### src/rtl/buffer_scheduler.sv
// Sequences buffer loads and PE window launches for one convolution layer.
// Tracks buffer occupancy and stops loading once the layer's sets are in.
module buffer_scheduler #(
  parameter int BUFFER_SIZE    = 16,
  parameter int IN_NUM_OF_SET  = 4,
  parameter int OUT_NUM_OF_SET = 3,
  parameter int STRIDE         = 1
) (
  input  logic                          clk,
  input  logic                          rst,
  input  logic                          start,
  input  logic [15:0]                   cfg_num_windows,
  input  logic                          load_req,
  output logic                          load_ack,
  output logic                          buf_wen,
  input  logic                          buf_full,
  input  logic [OUT_NUM_OF_SET-1:0]     buf_valid,
  output logic                          buf_clr,
  output logic                          pe_start,
  input  logic                          pe_busy,
  input  logic                          pe_done,
  output logic                          busy,
  output logic                          done,
  output logic [15:0]                   window_cnt,
  output logic [$clog2(BUFFER_SIZE):0]  occupancy
);

  localparam int OW = $clog2(BUFFER_SIZE) + 1;

  if (BUFFER_SIZE < IN_NUM_OF_SET + OUT_NUM_OF_SET - 1 ||
      STRIDE > OUT_NUM_OF_SET) begin : g_bad_cfg
    $error("buffer_scheduler: configuration can deadlock loads");
  end

  typedef enum logic [1:0] {
    IDLE,
    RUN,
    WAIT_PE,
    FIN
  } state_t;

  state_t        state;
  state_t        state_n;
  logic [15:0]   n_reg;
  logic [19:0]   rem_load;
  logic [19:0]   rem_init;
  logic [19:0]   rem_sat;
  logic [OW-1:0] occ_n;
  logic          can_fit;
  logic          load_ok;
  logic          win_done;
  logic          launch;

  assign rem_init = 20'((32'(cfg_num_windows) - 32'd1) * 32'(STRIDE)
                        + 32'(OUT_NUM_OF_SET));
  assign rem_sat  = (rem_load > 20'(IN_NUM_OF_SET)) ?
                    rem_load - 20'(IN_NUM_OF_SET) : '0;
  assign can_fit  = (32'(occupancy) + 32'(IN_NUM_OF_SET))
                    <= 32'(BUFFER_SIZE);
  assign load_ok  = load_req & ~buf_full & (rem_load != '0) & can_fit;

  always_comb begin
    state_n  = state;
    load_ack = 1'b0;
    win_done = 1'b0;
    launch   = 1'b0;
    unique case (state)
      IDLE: begin
        if (start)
          state_n = (cfg_num_windows == 16'd0) ? FIN : RUN;
      end
      RUN: begin
        load_ack = load_ok;
        if (&buf_valid && !pe_busy &&
            32'(occupancy) >= 32'(OUT_NUM_OF_SET)) begin
          state_n = WAIT_PE;
          launch  = 1'b1;
        end
      end
      WAIT_PE: begin
        load_ack = load_ok;
        if (pe_done) begin
          win_done = 1'b1;
          state_n  = (window_cnt + 16'd1 == n_reg) ? FIN : RUN;
        end
      end
      FIN: state_n = IDLE;
      default: state_n = IDLE;
    endcase
  end

  // A load and a window release in the same cycle net out in one update
  assign occ_n = occupancy
               + (load_ack ? OW'(IN_NUM_OF_SET) : '0)
               - (win_done ? OW'(STRIDE) : '0);

  always_ff @(posedge clk) begin
    if (!rst) begin
      state      <= IDLE;
      n_reg      <= '0;
      rem_load   <= '0;
      occupancy  <= '0;
      window_cnt <= '0;
      pe_start   <= 1'b0;
    end else begin
      state    <= state_n;
      pe_start <= launch;
      if (state == IDLE) begin
        if (start) begin
          n_reg      <= cfg_num_windows;
          window_cnt <= '0;
          rem_load   <= (cfg_num_windows == 16'd0) ? '0 : rem_init;
        end
      end else if (state == FIN) begin
        occupancy <= '0;
        rem_load  <= '0;
      end else begin
        occupancy <= occ_n;
        if (load_ack)
          rem_load <= rem_sat;
        if (win_done)
          window_cnt <= window_cnt + 16'd1;
      end
    end
  end

  assign buf_wen = load_ack;
  assign busy    = (state != IDLE);
  assign done    = (state == FIN);
  assign buf_clr = (state == FIN);

endmodule

### config.mk
export PLATFORM = sky130hd
export DESIGN_NAME = buffer_scheduler
export DESIGN_NICKNAME = d
export VERILOG_FILES = /design/src/rtl/buffer_scheduler.sv
export SDC_FILE = /design/constraint.sdc
export NUM_CORES = 1
export LEC_CHECK = 0
export BUFFER_PORTS_ARGS = -buffer_cell sky130_fd_sc_hd__buf_2
export CAP_MARGIN = 20
export CORE_UTILIZATION = 47
export DETAILED_ROUTE_END_ITERATION = 10
export PLACE_DENSITY = 0.74
export SLEW_MARGIN = 10
export SYNTH_ARGS = -nofsm -noshare
export SYNTH_HDL_FRONTEND = slang
export SYNTH_SLANG_ARGS = --single-unit
### constraint.sdc
create_clock -name clk -period 5.55 [get_ports clk]
set_input_delay 0.555 -clock clk [delete_from_list [all_inputs] [get_ports clk]]
set_output_delay 0.555 -clock clk [all_outputs]
set_load 0.02 [all_outputs]
==> Word level (Yosys, flattened, before mapping) <==
Cells that the tools add are included.
{ "word_totals": {"ff_bits": 60, "in_bits": 26} }
{ "classes": {"n_mux": 23, "n_reduce_logical": 16, "n_addsub": 7, "eq_ne": 8, "n_bitwise": 4, "order_cmp": 3} }
{ "ops": {"columns": ["cell", "n"], "rows": [
  ["20-bit two-way mux", 6],
  ["16-bit two-way mux", 4],
  ["20-bit by 3-bit > comparator with 1-bit output, second input constant", 1],
  ["20-bit nonzero test", 1],
  ["20-bit by 3-bit subtractor with 20-bit output, second input constant", 1],
  ["17-bit by 3-bit adder with 18-bit output, second input constant", 1],
  ["16-bit by 1-bit subtractor with 17-bit output, second input constant", 1],
  ["16-bit by 1-bit adder with 16-bit output, second input constant", 1],
  ["16-bit equality test", 1],
  ["16-bit logical NOT", 1],
  ["2-bit two-way mux", 5],
  ["3-bit AND reduction", 3],
  ["2-bit case mux with 4 select lines", 1],
  ["5-bit by 3-bit adder with 6-bit output, second input constant", 1],
  ["6-bit by 5-bit less-or-equal comparator with 1-bit output, second input constant", 1],
  ["2-bit != test, second input constant", 3],
  ["2-bit AND reduction", 3],
  ["5-bit by 3-bit adder with 5-bit output", 1],
  ["5-bit by 2-bit >= comparator with 1-bit output, second input constant", 1],
  ["1-bit two-way mux", 5],
  ["5-bit two-way mux", 1],
  ["5-bit by 1-bit subtractor with 5-bit output", 1],
  ["2-bit equality test, second input constant", 2],
  ["2-bit nonzero test", 2],
  ["10 further kinds", 13]
]} }

==> Longest topological paths before layout <==
Gate-level depths: netlist of run 1.
{ "depth": {"word_depth": 9, "mapped_depth": 13, "depth_no_buf": 13} }

==> Worst setup path before layout of run 1 <==
OpenSTA, ideal clock, no wires.
{ "synth_timing": {"kind": "input-to-reg", "start": "input port cfg_num_windows[0]", "end": "register rem_load[16]", "n_path_buf": 2, "required_time_ns": 5.488, "t_arrival_ns": 3.173, "slack_ns": 2.315, "path_stages": 11, "path_cell_list": "buf_6 -> inv_1 -> ha_1 -> or3b_1 -> buf_6 -> or3_1 -> a211o_1 -> a221oi_4 -> nand4_1 -> or4b_1 -> nand3_1"} }
{ "synth_via": {"elab_chain_cells": 5} }
{ "synth_lines": {"columns": ["element", "line_no", "rtl"], "rows": [
  ["start: declaration", "12", "input logic [15:0] cfg_num_windows,"],
  ["16-bit by 1-bit subtractor with 17-bit output", "54", "assign rem_init = 20'((32'(cfg_num_windows) - 32'd1) * 32'(STRIDE)"],
  ["17-bit by 3-bit adder with 18-bit output", "55", "+ 32'(OUT_NUM_OF_SET));"],
  ["20-bit two-way mux *", "112", "rem_load <= (cfg_num_windows == 16'd0) ? '0 : rem_init;"],
  ["20-bit two-way mux *", "109", "if (start) begin"],
  ["20-bit two-way mux *", "108", "if (state == IDLE) begin"],
  ["end signal: assignment", "112", null],
  ["end signal: assignment", "120", "rem_load <= rem_sat;"],
  ["end: declaration", "45", "logic [19:0] rem_load;"]
]} }
Every way passes the cells marked *; elsewhere a longest branch is shown, timed or not. The select of a mux whose other input is x is not followed.
A chain may end at the register's enable or synchronous reset.

==> Final worst setup path of run 1 <==
{ "layout_timing": {"start": "register rem_load[4]", "end": "register occupancy[4]"} }
{ "layout_via": {"elab_chain_cells": 8} }
{ "layout_lines": {"columns": ["element", "line_no", "rtl"], "rows": [
  ["20-bit nonzero test", "60", "assign load_ok = load_req & ~buf_full & (rem_load != '0) & can_fit;"],
  ["1-bit AND (2 in a row)", "60", null],
  ["1-bit two-way mux", "67", "unique case (state)"],
  ["3-bit two-way mux", "94", "+ (load_ack ? OW'(IN_NUM_OF_SET) : '0)"],
  ["5-bit by 3-bit adder with 5-bit output", "94", null],
  ["5-bit by 1-bit subtractor with 5-bit output", "95", "- (win_done ? OW'(STRIDE) : '0);"],
  ["5-bit two-way mux", "114", "end else if (state == FIN) begin"],
  ["end signal: assignment", "118", "occupancy <= occ_n;"],
  ["end: declaration", "25", "output logic [$clog2(BUFFER_SIZE):0] occupancy"]
]} }
No other way between the ends.

==> metrics.cfg, run 1 <==
[cts]
hold_buffers=0
clk_pin_slew_worst_paths_ps=70
h-tree-depth=3
cts_sinks=60
cts-resized-gates=0
clockBufferDepth=2
insertion_delay_ps=360
cts_tree=done
cts_buffers=9
cts_root_buffer=clkbuf_8
cts_setup_buffers=0

[synth]
dominantRegCellSynth=dfxtp_1
seq_area_frac_synth=0.262
synth.area.mux_share=0.0166
syn_nets=679
synth_area_sq_um=4590
synth_top_family_by_area=simple AND/OR/NAND/NOR gates
async_flop_share=0
yosysUniqueCellTypes=67
netlist_instances=632
synth_compound_area_frac=0.239
synth_edf_count=0
synth_fa_ha_area_frac=0.0588
synth-simple-area-share=0.278
syn_avg_cell_area_sq_um=7.27
ys_ff_latch=60
synthXorXnorAreaFrac=0.0855
ys_warn_count=0

[worst_hold_path]
hold_path.class=reg2reg

[timing]
period_minus_slack_ps=3340
finalSetupViolCount=0
tightest_slew_ps=924
slew_violations=0
finalHoldViolations=0
fin_setup_tns_ps=0
fin_crit_sh=0.602
max_slew_margin=0.384
skew_ps=13.7
grt_setup_unrepaired=no
fmax_mhz=299

[grt]
grt_max_degree=44
grt_pass1_wl_um=21100
antenna_found_initial=0
grtUsageTotal=0.259
overflow=0
grt_pass1_vias=4335

[pwr]
power_uw=2170
leakage_uw=0.00199
power.density_nw_per_um2=429
irDropWorstVdd_mv=0.172

[floorplan]
initial_core_util=0.490
die_x_um=101
rows=35
die-area_sq_um=10200
fp.dieH_um=101
core_area_sq_um=9370
ioPinCount=53

[worst_setup_path]
critical_path.max_fanout=6
critPathRequiredTime_ps=5840
startpoint_type=register
cp_slowest_stage_delay_ps=770
worst-setup-path-type=reg2reg
cp.arrival_ps=3630
crit_top_cell=ha_1
critical_path.cell_chain=nor4_1 > nand3b_1 > or3_1 > nand3_1 > ha_1 > inv_1 > ha_1 > a21o_1 > a21oi_1 > xor2_1 > a22oi_1 > nor2_1
slowest_stage=nor4_1
end_kind=register

[place]
dp_hpwl_um=9180
place_congestion=0.930
portBuffers=52

[drt]
drc_errors=0
dr.pass1.iters=5
vias=4781
first_iter_violations=336
wl_per_cell_um=16.0
viasPerCell=6.04
ant_nets=0
wl_um=12600

[final_layout]
drive_gt1_frac=0.137
area_growth_pct=10.0
largest_register_ffs=20
antennaDiodeCount=0
nNetsFinal=704

[outcome]
outcome=finished, final reports clean

[job]
cap_violations=0

synth_stat cells (all sizes together) (4+ instances only):
cell type	n	area [sq um]
nand2	75	282
o21ai	41	205
a211oi	6	50.1
a211o	4	37.5
xnor2	25	226
ha	20	250
xor2	19	166
nor3b	6	45.0
and3	9	56.3
o22ai	4	25.0
buf	4	37.5
nor3	23	120
clkbuf	40	151
o211ai	5	37.5
o31ai	8	60.1
nor2	64	240
nand4	17	106
nor4	13	81.3
a21oi	55	275
nand3b	5	37.5
or4	6	45.0
a31oi	10	62.6
a22oi	7	52.6
nand3	23	115
dfxtp	60	1200
nor2b	4	25.0
inv	23	86.3
or3	7	43.8
power by group:
part	leakage [uW]	total [uW]	internal, uW	switching, uW
clock network	0.0000885	372	173	199
registers	0.000489	620	524	95.6
logic	0.00141	1170	420	755
total	0.00199	2170	1120	1050
area by class of cell:
type	count	area (sq um)
multi-input cells	505	3120
flip-flops and latches	60	1200
clock buffers	10	138
well taps	129	161
clock inverters	6	38.8
repair buffers	58	305
fillers	919	4320
inverters	23	86.3
kinds of logic (layout without fill, tap and decap cells):
kind of cell / count (synthesis) / in the layout
multiplexers: 6 / 6
XOR/XNOR: 44 / 44
AND/OR/NAND/NOR: 263 / 263
flip-flops: 60 / 60
AO/OA/AOI/OAI: 171 / 171
adder cells (fa/ha/maj): 21 / 21
buffers and inverters: 67 / 97
cell usage in the layout, fill, tap and decap left out, types with 10 or more instances in the layout:
cell type / instances
inv_1: 23
nand4_1: 17
a21oi_1: 55
xor2_1: 19
nor4_1: 13
nand3_1: 23
dfxtp_1: 60
buf_2: 52
xnor2_1: 24
nand2_1: 75
a31oi_1: 10
ha_1: 20
o21ai_0: 40
nor2_1: 64
nor3_1: 22
clkbuf_8: 10
worst paths after layout:
check	startpoint	endpoint	slack, ps	depth (start not counted)
setup / recovery	rem_load[4]	occupancy[4]	2210	12
hold / removal	rem_load[0]	rem_load[0]	460	2
setup reg to reg	rem_load[4]	occupancy[4]	2210	12
hold reg to reg	rem_load[0]	rem_load[0]	460	2
critical path: cells and delay by family, from the launching register on:
kind	cells	cell delay (ps)
AND/OR/NAND/NOR	5	1720
XOR/XNOR	1	200
buffers and inverters	1	70
flip-flops	1	360
adder cells (fa/ha/maj)	2	480
AO/OA/AOI/OAI	3	450
metal layers:
layer / routed length (um) / share of wire / global-route usage
met3: 763 / 0.060 / 0.0402
met5: 0 / 0 / 0
met4: 184 / 0.015 / 0.0769
met2: 5730 / 0.45 / 0.412
met1: 5960 / 0.47 / 0.363
through the flow:
step / hold slack, ps / setup slack, ps / util / instances / instance area [sq um]
2_1_floorplan: 432 / 2310 / - / 632 / 4590
5_1_grt: 469 / 1920 / 0.539 / 791 / 5050
3_5_place_dp: 454 / 1900 / 0.519 / 774 / 4870
6_report: 464 / 2210 / 0.539 / 791 / 5050
4_1_cts: 464 / 2200 / 0.538 / 790 / 5040
3_3_place_gp: 440 / 2060 / 0.519 / 774 / 4870
Note: power is estimated with default switching activity, not from simulation.
==> run 2: changes to the inputs <==
- ABC_AREA: default -> 1
- clock period: 5.55 -> 3.09 ns (I/O delays scaled with it)
==> run 2 against run 1 <==
  * Sequential share of layout area down 0.26 points
  * Core utilization increased by 0.86 points
  * Cell area up 1.1%
  * Routed wire length down 5.4%
  * Count of clock-buffer cells in the layout up 1
  * Clock skew is 2.2 ps lower
  * Sequential power rose by 82%
  * Clock power is 92% higher
  * Critical endpoint unchanged
  * Largest cell class unchanged
  * Highest routed layer unchanged
==> metrics.cfg, run 2 <==
[outcome]
outcome=finished, final reports clean

[grt]
antenna_found_initial=0  ; unchanged
overflow=0  ; unchanged
grt_max_degree=39  ; -11%
grtUsageTotal=0.254  ; -0.00588
grt_pass1_wl_um=20400  ; -3.0%
grt_pass1_vias=4437  ; +2.4%

[synth]
seq_area_frac_synth=0.263  ; +0.00179
synthXorXnorAreaFrac=0.0529  ; -0.0326
synth_area_sq_um=4560  ; -0.68%
ys_ff_latch=60  ; unchanged
yosysTopAreaCell=dfxtp_1
syn_nets=773  ; +14%
syn_avg_cell_area_sq_um=6.28  ; -14%
dominantRegCellSynth=dfxtp_1
netlist_instances=726  ; +15%
synth_most_common_cell=nand2_1
ys_warn_count=0  ; unchanged
synth.area.mux_share=0  ; -0.0166
yosys.area.top_type_share=0.263  ; +0.00179
synth_area_leaders=dfxtp_1, nand2_1, a21oi_1
synth_top_family_by_area=simple AND/OR/NAND/NOR gates
synth-simple-area-share=0.357  ; +0.0787
synthTopCellsByCount=nand2_1, inv_1, nor2_1
synth_edf_count=0  ; unchanged
synth_fa_ha_area_frac=0.0592  ; +0.000403
yosysUniqueCellTypes=44  ; -34%
async_flop_share=0  ; unchanged
synth_compound_area_frac=0.171  ; -0.0683

[place]
place_congestion=0.961  ; +3.3%
portBuffers=52  ; unchanged
dp_hpwl_um=9050  ; -1.5%
post-place-ws_ps=476  ; -1420 ps

[final_layout]
final_common_cell=nand2_1
final_util=0.548  ; +0.00857
antennaDiodeCount=0  ; unchanged
largest_register_ffs=20  ; unchanged
drive_gt1_frac=0.144  ; +0.00650
nNetsFinal=821  ; +17%
area_growth_pct=12.0
layout_common_cells=nand2_1, inv_1, nor2_1

[pwr]
p_sw_frac=0.456  ; -0.0283
p_int_uw=1990  ; +78%
combPwrFrac=0.494  ; -0.048
clock_power_share=0.196  ; +0.024
irDropWorstVdd_mv=0.273  ; +59%
leakage_uw=0.00228  ; +15%
power.net_switching_uw=1670  ; +59%
pwr-share-seq=0.310  ; +0.024
power.density_nw_per_um2=715  ; +67%

[cts]
insertion_delay_ps=350  ; about the same
cts-resized-gates=0  ; unchanged
cts_root_buffer=clkbuf_8
cts_buffers=9  ; unchanged
hold_buffers=0  ; unchanged
clockBufferDepth=2  ; unchanged
cts_tree=done
h-tree-depth=3  ; unchanged
clk_pin_slew_worst_paths_ps=70  ; about the same
cts_sinks=60  ; unchanged
cts_setup_buffers=0  ; unchanged

[drt]
wl_um=12000  ; -5.4%
vias=4889  ; +2.3%
dr.pass1.iters=8  ; +3
ant_nets=0  ; unchanged
first_iter_violations=240  ; -29%
drc_errors=0  ; unchanged
viasPerCell=5.39  ; -11%
wl_per_cell_um=13.2  ; -17%

[floorplan]
fp.dieH_um=101  ; -0.33%
initial_core_util=0.489  ; -0.00105
ioPinCount=53  ; unchanged
rows=35  ; unchanged
die-area_sq_um=10100  ; -0.66%
die_x_um=101  ; -0.33%
core_area_sq_um=9330  ; -0.47%

[worst_setup_path]
rr_endpoint=occupancy[4]
path_delay_family=adder cells
worst-setup-path-type=reg2reg
slowest_stage=dfxtp_1
cp-startpoint=state[0]
end_kind=register
startpoint_type=register
timing.critical_path.depth=16  ; +4
reg2reg_depth=16  ; +4
r2r_start=state[0]
r2r_setup_slack_ps=450  ; -1760 ps
critical_path.max_fanout=4  ; -2
critPathRequiredTime_ps=3360  ; -2480 ps
crit_end=occupancy[4]
cp.arrival_ps=2910  ; -720 ps
cp_slowest_stage_delay_ps=380  ; -390 ps
critical_path.cell_chain=inv_1 > ha_1 > nand2_1 > a21oi_1 > nand3_1 > nor2_1 > nand2_1 > ha_1 > inv_1 > ha_1 > nand2_1 > nor2_1 > a211oi_1 > o21ai_0 > a21o_1 > a21oi_1
cp_num_buf_inv=2  ; +1

[timing]
finalSetupViolCount=0  ; unchanged
max_slew_margin=0.487  ; +0.103
period_minus_slack_ps=2640  ; -697 ps
grt_setup_unrepaired=no
tightest_slew_ps=769  ; -155 ps
finalHoldViolations=0  ; unchanged
fin_ws_ps=448  ; -1760 ps
fin_crit_sh=0.855  ; +0.254
fmax_mhz=378  ; +26%
fin_setup_tns_ps=0  ; unchanged
slew_violations=0  ; unchanged
skew_ps=11.5  ; -2.20 ps

[job]
cap_violations=0  ; unchanged

[worst_hold_path]
worstHoldStart=cfg_num_windows[0]
hold_path.class=in2reg

-- run 2: logic make-up after synthesis --
family	after synthesis
adders and majority gates	21
buffers and inverters	110
AOI/OAI and AO/OA	145
and+or+nand+nor	365
DFF	60
xor gates and xnor gates	25
-- run 2: worst min-delay path by stage --
stage                  end  slack (ps)  cells past startpoint
2_1_floorplan    n_reg[15]         440                      2
3_3_place_gp     n_reg[15]         460                      2
3_5_place_dp      n_reg[2]         470                      2
4_1_cts        rem_load[0]         290                      3
5_1_grt        rem_load[0]         300                      3
6_report       rem_load[0]         290                      3
-- run 2: area by class of cell --
class / count / area (sq um)
tap: 129 / 161
clock buffer: 11 / 141
clock inverter: 4 / 50.0
inverter: 91 / 344
fill: 935 / 4220
multi-input combinational: 556 / 2920
sequential: 60 / 1200
timing repair buffer: 56 / 290
-- run 2: tightest hold or removal path, cell delays in order --
cell and delay, ps:
buf_2 140, nand3_1 90, a21oi_1 60
-- run 2: metal layers --
layer	share of wire	wire, um	vias to the layer above	GRT usage
met3	0.058	699	16	0.0430
met5	0	0	-	0
met4	0.013	154	0	0.0758
met1	0.47	5680	2261	0.348
li1	-	-	2462	-
met2	0.45	5430	150	0.407
-- run 2: power groups by stage --
stage / Sequential, uW / Clock, uW / Combinational (uW)
final: 1130 / 716 / 1800
after global routing: 1160 / 759 / 2050
after CTS: 1130 / 725 / 1790
after detailed placement: 1140 / 0 / 1780
after global placement: 1130 / 0 / 1730
after floorplan: 1130 / 0 / 1390
-- run 2: stage by stage --
| stage | cell area [sq um] | hold slack [ps] | power (uW) | cells |
|---|---|---|---|---|
| after global routing | 5110 | 304 | 3970 | 907 |
| after global placement | 4920 | 455 | 2870 | 892 |
| after CTS | 5110 | 286 | 3640 | 907 |
| after detailed placement | 4920 | 466 | 2920 | 892 |
| after floorplan | 4560 | 444 | 2520 | 726 |
| final | 5110 | 295 | 3650 | 907 |
